`src/rtl/mc_main_fsm_if.sv`:
```
// mc_main_fsm_if: control bundle between the main FSM (master) and the multi-cycle datapath (slave)
// Carries illegal_op only when ILLEGAL_OP_TRAP_EN is defined.
interface mc_main_fsm_if #(parameter int STALL_W = 8);
    logic [6:0]         op;
    logic               zero;
    logic               mem_ready;
    logic               pc_write;
    logic               ir_write;
    logic               reg_write;
    logic               mem_write;
    logic               adr_src;
    logic [1:0]         result_src;
    logic [1:0]         alu_src_a;
    logic [1:0]         alu_src_b;
    logic [1:0]         alu_op;
    logic               instr_retired;
    logic [STALL_W-1:0] stall_cnt;
`ifdef ILLEGAL_OP_TRAP_EN
    logic               illegal_op;
    modport master (input op, zero, mem_ready,
                    output pc_write, ir_write, reg_write, mem_write, adr_src, result_src,
                           alu_src_a, alu_src_b, alu_op, instr_retired, stall_cnt, illegal_op);
    modport slave  (output op, zero, mem_ready,
                    input  pc_write, ir_write, reg_write, mem_write, adr_src, result_src,
                           alu_src_a, alu_src_b, alu_op, instr_retired, stall_cnt, illegal_op);
`else
    modport master (input op, zero, mem_ready,
                    output pc_write, ir_write, reg_write, mem_write, adr_src, result_src,
                           alu_src_a, alu_src_b, alu_op, instr_retired, stall_cnt);
    modport slave  (output op, zero, mem_ready,
                    input  pc_write, ir_write, reg_write, mem_write, adr_src, result_src,
                           alu_src_a, alu_src_b, alu_op, instr_retired, stall_cnt);
`endif
endinterface

```
`src/rtl/mc_main_fsm.sv`:
```
// mc_main_fsm: main control FSM of the multi-cycle RV32 core; define ILLEGAL_OP_TRAP_EN to trap unknown opcodes
module mc_main_fsm #(
    parameter logic [6:0] JALR_OP = 7'b1000011,
    parameter logic [6:0] LUI_OP  = 7'b0110111,
    parameter int         STALL_W = 8
) (
    input  logic          clk,
    input  logic          reset_n,
    mc_main_fsm_if.master bus
);
    typedef enum logic [3:0] {
        FETCH, DECODE, MEMADR, MEMREAD, MEMWB, MEMWRITE, EXECUTER, EXECUTEI,
        LUI, ALUWB, BEQ, JAL, JALR, JALRLINK, TRAP
    } state_t;

    state_t             state_q, state_d;
    logic [STALL_W-1:0] stall_q, stall_d;
    logic               stalling;

    assign stalling  = (state_q == FETCH || state_q == MEMREAD || state_q == MEMWRITE) && !bus.mem_ready;
    assign stall_d   = (stalling && !(&stall_q)) ? stall_q + 1'b1 : stall_q;
    assign bus.stall_cnt = stall_q;
`ifdef ILLEGAL_OP_TRAP_EN
    assign bus.illegal_op = reset_n && state_q == TRAP;
`endif

    // state and stall-counter registers; reset aborts any instruction in flight
    always_ff @(posedge clk or negedge reset_n) begin
        if (!reset_n) begin
            state_q <= FETCH;
            stall_q <= '0;
        end else begin
            state_q <= state_d;
            stall_q <= stall_d;
        end
    end

    // next state and Moore outputs; everything is forced low while reset is held
    always_comb begin
        state_d           = state_q;
        bus.pc_write      = 1'b0;
        bus.ir_write      = 1'b0;
        bus.reg_write     = 1'b0;
        bus.mem_write     = 1'b0;
        bus.adr_src       = 1'b0;
        bus.result_src    = 2'b00;
        bus.alu_src_a     = 2'b00;
        bus.alu_src_b     = 2'b00;
        bus.alu_op        = 2'b00;
        bus.instr_retired = 1'b0;
        case (state_q)
            FETCH: begin
                bus.alu_src_b  = 2'b10;
                bus.result_src = 2'b10;
                bus.pc_write   = bus.mem_ready;
                bus.ir_write   = bus.mem_ready;
                state_d        = bus.mem_ready ? DECODE : FETCH;
            end
            DECODE: begin
                bus.alu_src_a = 2'b01;
                bus.alu_src_b = 2'b01;
                case (bus.op)
                    7'b0000011, 7'b0100011: state_d = MEMADR;
                    7'b0110011:             state_d = EXECUTER;
                    7'b0010011:             state_d = EXECUTEI;
                    7'b1100011:             state_d = BEQ;
                    7'b1101111:             state_d = JAL;
                    JALR_OP:                state_d = JALR;
                    LUI_OP:                 state_d = LUI;
`ifdef ILLEGAL_OP_TRAP_EN
                    default:                state_d = TRAP;
`else
                    default: begin
                        state_d           = FETCH;
                        bus.instr_retired = 1'b1;
                    end
`endif
                endcase
            end
            MEMADR: begin
                bus.alu_src_a = 2'b10;
                bus.alu_src_b = 2'b01;
                state_d       = (bus.op == 7'b0000011) ? MEMREAD : MEMWRITE;
            end
            MEMREAD: begin
                bus.adr_src = 1'b1;
                state_d     = bus.mem_ready ? MEMWB : MEMREAD;
            end
            MEMWB: begin
                bus.result_src    = 2'b01;
                bus.reg_write     = 1'b1;
                bus.instr_retired = 1'b1;
                state_d           = FETCH;
            end
            MEMWRITE: begin
                bus.adr_src       = 1'b1;
                bus.mem_write     = 1'b1;
                bus.instr_retired = bus.mem_ready;
                state_d           = bus.mem_ready ? FETCH : MEMWRITE;
            end
            EXECUTER: begin
                bus.alu_src_a = 2'b10;
                bus.alu_op    = 2'b10;
                state_d       = ALUWB;
            end
            EXECUTEI: begin
                bus.alu_src_a = 2'b10;
                bus.alu_src_b = 2'b01;
                bus.alu_op    = 2'b10;
                state_d       = ALUWB;
            end
            LUI: begin
                bus.alu_src_a = 2'b11;
                bus.alu_src_b = 2'b01;
                state_d       = ALUWB;
            end
            ALUWB: begin
                bus.reg_write     = 1'b1;
                bus.instr_retired = 1'b1;
                state_d           = FETCH;
            end
            BEQ: begin
                bus.alu_src_a     = 2'b10;
                bus.alu_op        = 2'b01;
                bus.pc_write      = bus.zero;
                bus.instr_retired = 1'b1;
                state_d           = FETCH;
            end
            JAL: begin
                bus.alu_src_a = 2'b01;
                bus.alu_src_b = 2'b10;
                bus.pc_write  = 1'b1;
                state_d       = ALUWB;
            end
            JALR: begin
                bus.alu_src_a  = 2'b10;
                bus.alu_src_b  = 2'b01;
                bus.result_src = 2'b10;
                bus.pc_write   = 1'b1;
                state_d        = JALRLINK;
            end
            JALRLINK: begin
                bus.alu_src_a = 2'b01;
                bus.alu_src_b = 2'b10;
                state_d       = ALUWB;
            end
            default: state_d = state_q;
        endcase
        if (!reset_n) begin
            bus.pc_write      = 1'b0;
            bus.ir_write      = 1'b0;
            bus.reg_write     = 1'b0;
            bus.mem_write     = 1'b0;
            bus.adr_src       = 1'b0;
            bus.result_src    = 2'b00;
            bus.alu_src_a     = 2'b00;
            bus.alu_src_b     = 2'b00;
            bus.alu_op        = 2'b00;
            bus.instr_retired = 1'b0;
        end
    end
endmodule

```
`src/flat_wrapper.sv`:
```
// flat-port wrapper written by rule: the top's interface ports become plain ports
module mc_main_fsm_flat 
#(
    parameter logic [6:0] JALR_OP = 7'b1000011,
    parameter logic [6:0] LUI_OP  = 7'b0110111,
    parameter int         STALL_W = 8
)
  (clk, reset_n, bus_op, bus_zero, bus_mem_ready, bus_pc_write, bus_ir_write, bus_reg_write, bus_mem_write, bus_adr_src, bus_result_src, bus_alu_src_a, bus_alu_src_b, bus_alu_op, bus_instr_retired, bus_stall_cnt);
  mc_main_fsm_if #(.STALL_W(STALL_W)) bus_i ();
  input  logic clk;
  input  logic reset_n;
  input wire logic [$bits(bus_i.op)-1:0] bus_op;
  input wire logic [$bits(bus_i.zero)-1:0] bus_zero;
  input wire logic [$bits(bus_i.mem_ready)-1:0] bus_mem_ready;
  output wire logic [$bits(bus_i.pc_write)-1:0] bus_pc_write;
  output wire logic [$bits(bus_i.ir_write)-1:0] bus_ir_write;
  output wire logic [$bits(bus_i.reg_write)-1:0] bus_reg_write;
  output wire logic [$bits(bus_i.mem_write)-1:0] bus_mem_write;
  output wire logic [$bits(bus_i.adr_src)-1:0] bus_adr_src;
  output wire logic [$bits(bus_i.result_src)-1:0] bus_result_src;
  output wire logic [$bits(bus_i.alu_src_a)-1:0] bus_alu_src_a;
  output wire logic [$bits(bus_i.alu_src_b)-1:0] bus_alu_src_b;
  output wire logic [$bits(bus_i.alu_op)-1:0] bus_alu_op;
  output wire logic [$bits(bus_i.instr_retired)-1:0] bus_instr_retired;
  output wire logic [$bits(bus_i.stall_cnt)-1:0] bus_stall_cnt;
  assign bus_i.op = bus_op;
  assign bus_i.zero = bus_zero;
  assign bus_i.mem_ready = bus_mem_ready;
  assign bus_pc_write = bus_i.pc_write;
  assign bus_ir_write = bus_i.ir_write;
  assign bus_reg_write = bus_i.reg_write;
  assign bus_mem_write = bus_i.mem_write;
  assign bus_adr_src = bus_i.adr_src;
  assign bus_result_src = bus_i.result_src;
  assign bus_alu_src_a = bus_i.alu_src_a;
  assign bus_alu_src_b = bus_i.alu_src_b;
  assign bus_alu_op = bus_i.alu_op;
  assign bus_instr_retired = bus_i.instr_retired;
  assign bus_stall_cnt = bus_i.stall_cnt;
  mc_main_fsm #(.JALR_OP(JALR_OP), .LUI_OP(LUI_OP), .STALL_W(STALL_W)) u_core (.clk(clk), .reset_n(reset_n), .bus(bus_i));
endmodule
```
`config.mk`:
```
export PLATFORM = sky130hd
export DESIGN_NAME = mc_main_fsm_flat
export DESIGN_NICKNAME = d
export VERILOG_FILES = /design/src/rtl/mc_main_fsm_if.sv /design/src/rtl/mc_main_fsm.sv /design/src/flat_wrapper.sv
export SDC_FILE = /design/constraint.sdc
export NUM_CORES = 1
export LEC_CHECK = 0
export ABC_CLOCK_PERIOD_IN_PS = 1900
export CAP_MARGIN = 15
export CORE_MARGIN = 1.5
export CORE_UTILIZATION = 37
export DETAILED_ROUTE_END_ITERATION = 10
export PLACE_DENSITY = 0.76
export SETUP_SLACK_MARGIN = 0.2
export SLEW_MARGIN = 20
export SYNTH_ARGS = -nofsm -noshare
export SYNTH_HDL_FRONTEND = slang
export SYNTH_SLANG_ARGS = --single-unit
```
`constraint.sdc`:
```
create_clock -name clk -period 1.9 [get_ports clk]
set_clock_uncertainty 0.2 [all_clocks]
set_input_delay 0.38 -clock clk [delete_from_list [all_inputs] [get_ports clk]]
set_output_delay 0.38 -clock clk [all_outputs]
set_load 0.01 [all_outputs]
```
==> summary.txt <==
Status: finished with violations
Failing checks: negative setup slack
Die X: 58.4 um
Post-Syn Area per Cell: 7.41 um^2
Port buffer count: 32
Register area share after synthesis: 26.5%
RSZ-0062 raised after global routing: true
First-pass GRT wire length: 7790 um
Core area: 2830 um^2
Adder-cell area share of the yosys netlist: 1.10%
Prevailing post-synth register cell: dfrtp_1
CP startpoint kind: flip-flop
Hold_buf cts: 0
Final period util: 121%
Critical Path RT: 1320 ps
Synth Instances: 153
Util after Layout: 82.8%
Met2 usage: 53.8%
Number of synthesized register bits: 12
Slew @ Worst Pin: 536 ps
End point of the critical path: bus_instr_retired
Dpl cell area: 1780 um^2
Most frequent cells in the layout: 48 x buf_4, 22 x buf_6, 16 x dlygate4sd2_1
CTS Buffer Depth: 2
Reg-to-reg endpoint: u_core.bus.stall_cnt[5]
RePlAce Congestion: 0.817
ANT nets after route: 0
Layout area overhead: 107%
Die Area: 3400 um^2
Die H: 58.4 um
CTS tree: built
Final wirelength: 5650 um
R2R setup slack: -130 ps
Synth warnings: 0
Num ports: 33
Final net count: 262
First-pass detailed-route iteration total: 5
GR Overflow Total: 0
Max_slew headroom: 64.1%
Peak VDD IR: 726 uV
Row count: 19
Ys async rst share: 100%
M1 GR Usage: 34.4%
Initial antenna violation count: 0
DRC viols: 0
Dpl cells: 248
Worst path arrival time: 1730 ps
Largest net degree at the start of global routing: 13
Share of layout cells above drive strength 1: 60.2%
Htree depth: 1
Synth Cell Area: 1130 um^2
Syn_nets: 165
Reg-to-reg critical path startpoint: u_core.state_q[2]
Max-Cap Viols: 0
Wire length per cell: 20.2 um
EDFF count, synth: 0
Pre-CTS setup slack: -865 ps
Power density over the cells: 664 nW/um^2
Clock slew at the register clock pins of the worst setup and hold paths: 70 ps
Worst Slack Setup Final: -408 ps
Simple logic cell fraction of the synthesized area: 35.9%
Worst-Skew Late Latency: 280 ps
Final Cell Area: 2340 um^2
Fmax: 433 MHz
Clock Tree Root: clkbuf_4
Crit path max fanout: 5
Max Slew Vio Count: 0
Vias in the first global route: 1680
Commonest non-fill, non-tap cell in the layout: buf_4
Most used routing layer: met2
HP Class: in -> async
Gr usage total: 30.0%
Yosys cell types: 41
Met3 Use GR: 2.42%
Drt via density: 6.29
Clk sink count: 12
Leakage power: 1.07 nW
Post-synthesis compound-gate area fraction: 21.6%
Min cycle time layout: 2310 ps
Largest family of logic cells by synthesized area: simple AND/OR/NAND/NOR gates
Iteration-0 DRC Markers: 119
Final HPWL DP: 3030 um
Reg2reg path depth: 9
Num CTS Buffers: 3
Ant diodes: 0
Launch point of the critical path: u_core.state_q[2]
Final Instance Count excl. Fillers: 280
Setup CP Type: reg -> out
Mux contribution to synthesized area: 0.993%
Worst Setup End Kind: primary output
Final setup vio count: 21
DR vias: 1760
Post-Synth XOR/XNOR Area: 7.73%
Starting Density: 40.1%
Final hold violations: 0
## worst min path at each step
stage                            startpoint                 endpoint
floorplan                           reset_n  u_core.bus.stall_cnt[0]
finish                              reset_n        u_core.state_q[0]
detailed placement  u_core.bus.stall_cnt[7]  u_core.bus.stall_cnt[7]
global route                        reset_n  u_core.bus.stall_cnt[6]
CTS                                 reset_n  u_core.bus.stall_cnt[2]
global placement    u_core.bus.stall_cnt[7]  u_core.bus.stall_cnt[7]
## layer usage
metal	up-vias	share of wire [%]
met2	139	51
li1	747	-
met5	-	0
met3	31	7.8
met4	0	4.7
met1	843	36
## final cells by class
class                           instances  area (um^2)
Multi-Input combinational cell        125         1100
Timing Repair Buffer                  102          838
Fill cell                             156          487
Sequential cell                        12          305
Tap cell                               31         38.8
Clock buffer                            4         36.3
Inverter                                6         27.5
## power by group
group	switching, mW	leakage (nW)	internal [mW]	total, mW
combinational	0.452	0.901	0.486	0.939
clock	0.0866	0.0210	0.117	0.203
sequential	0.0829	0.150	0.331	0.413
## through the flow
step	total power, mW	hold WS, ps	TNS [ps]
after floorplan	0.716	-116	0
after global placement	1.03	284	-8490
after detailed placement	1.06	282	-9380
after CTS	1.43	128	-3130
after global routing	1.64	202	-4490
final	1.56	177	-3510
## cells in the mapped netlist (all sizes together) (2+ instances only)
library cell  count  share of area (%)
nor2             18                6.0
a21oi            14                6.5
dfrtp            12                 26
o21ai            10                4.4
nand2             8                2.6
xor2              8                6.2
clkbuf            7                2.3
inv               6                2.0
nor3              6                2.6
nand2b            5                2.8
nand3             5                2.2
and3              4                2.2
nand3b            4                2.6
o211ai            4                2.6
buf               3                1.9
nor2b             3                1.7
nor3b             3                2.0
nor4              3                1.7
nor4b             3                2.3
or2               3                1.9
a31oi             2                1.1
nand4b            2                1.5
o21a              2                1.3
o22ai             2                1.1
or3               2                1.1
xnor2             2                1.5
## logic make-up after synthesis
logic type	count (synthesis)
adders and majority gates	1
buffers and inverters	16
AOI/OAI and AO/OA	40
DFF	12
and+or+nand+nor	73
xor gates and xnor gates	10
muxes	1
## repair_timing
action,in CTS,in global routing
resized for setup,124,51
setup buffers,21,7
pin swaps,24,20
hold endpoints to repair,0,0
endpoints found under the setup margin,34,26
## flip-flops by register name, indices dropped and copies added, names as in the netlist
name                  cells
u_core.bus.stall_cnt      8
u_core.state_q            4
## critical path, stage by stage (launching register included)
cell and delay (ps):
dfrtp_2 460, buf_4 160, nand3b_1 230, a21oi_1 240
a21oi_1 90, a21oi_2 120, buf_2 140
No activity file was read; power rests on OpenSTA's default activity.
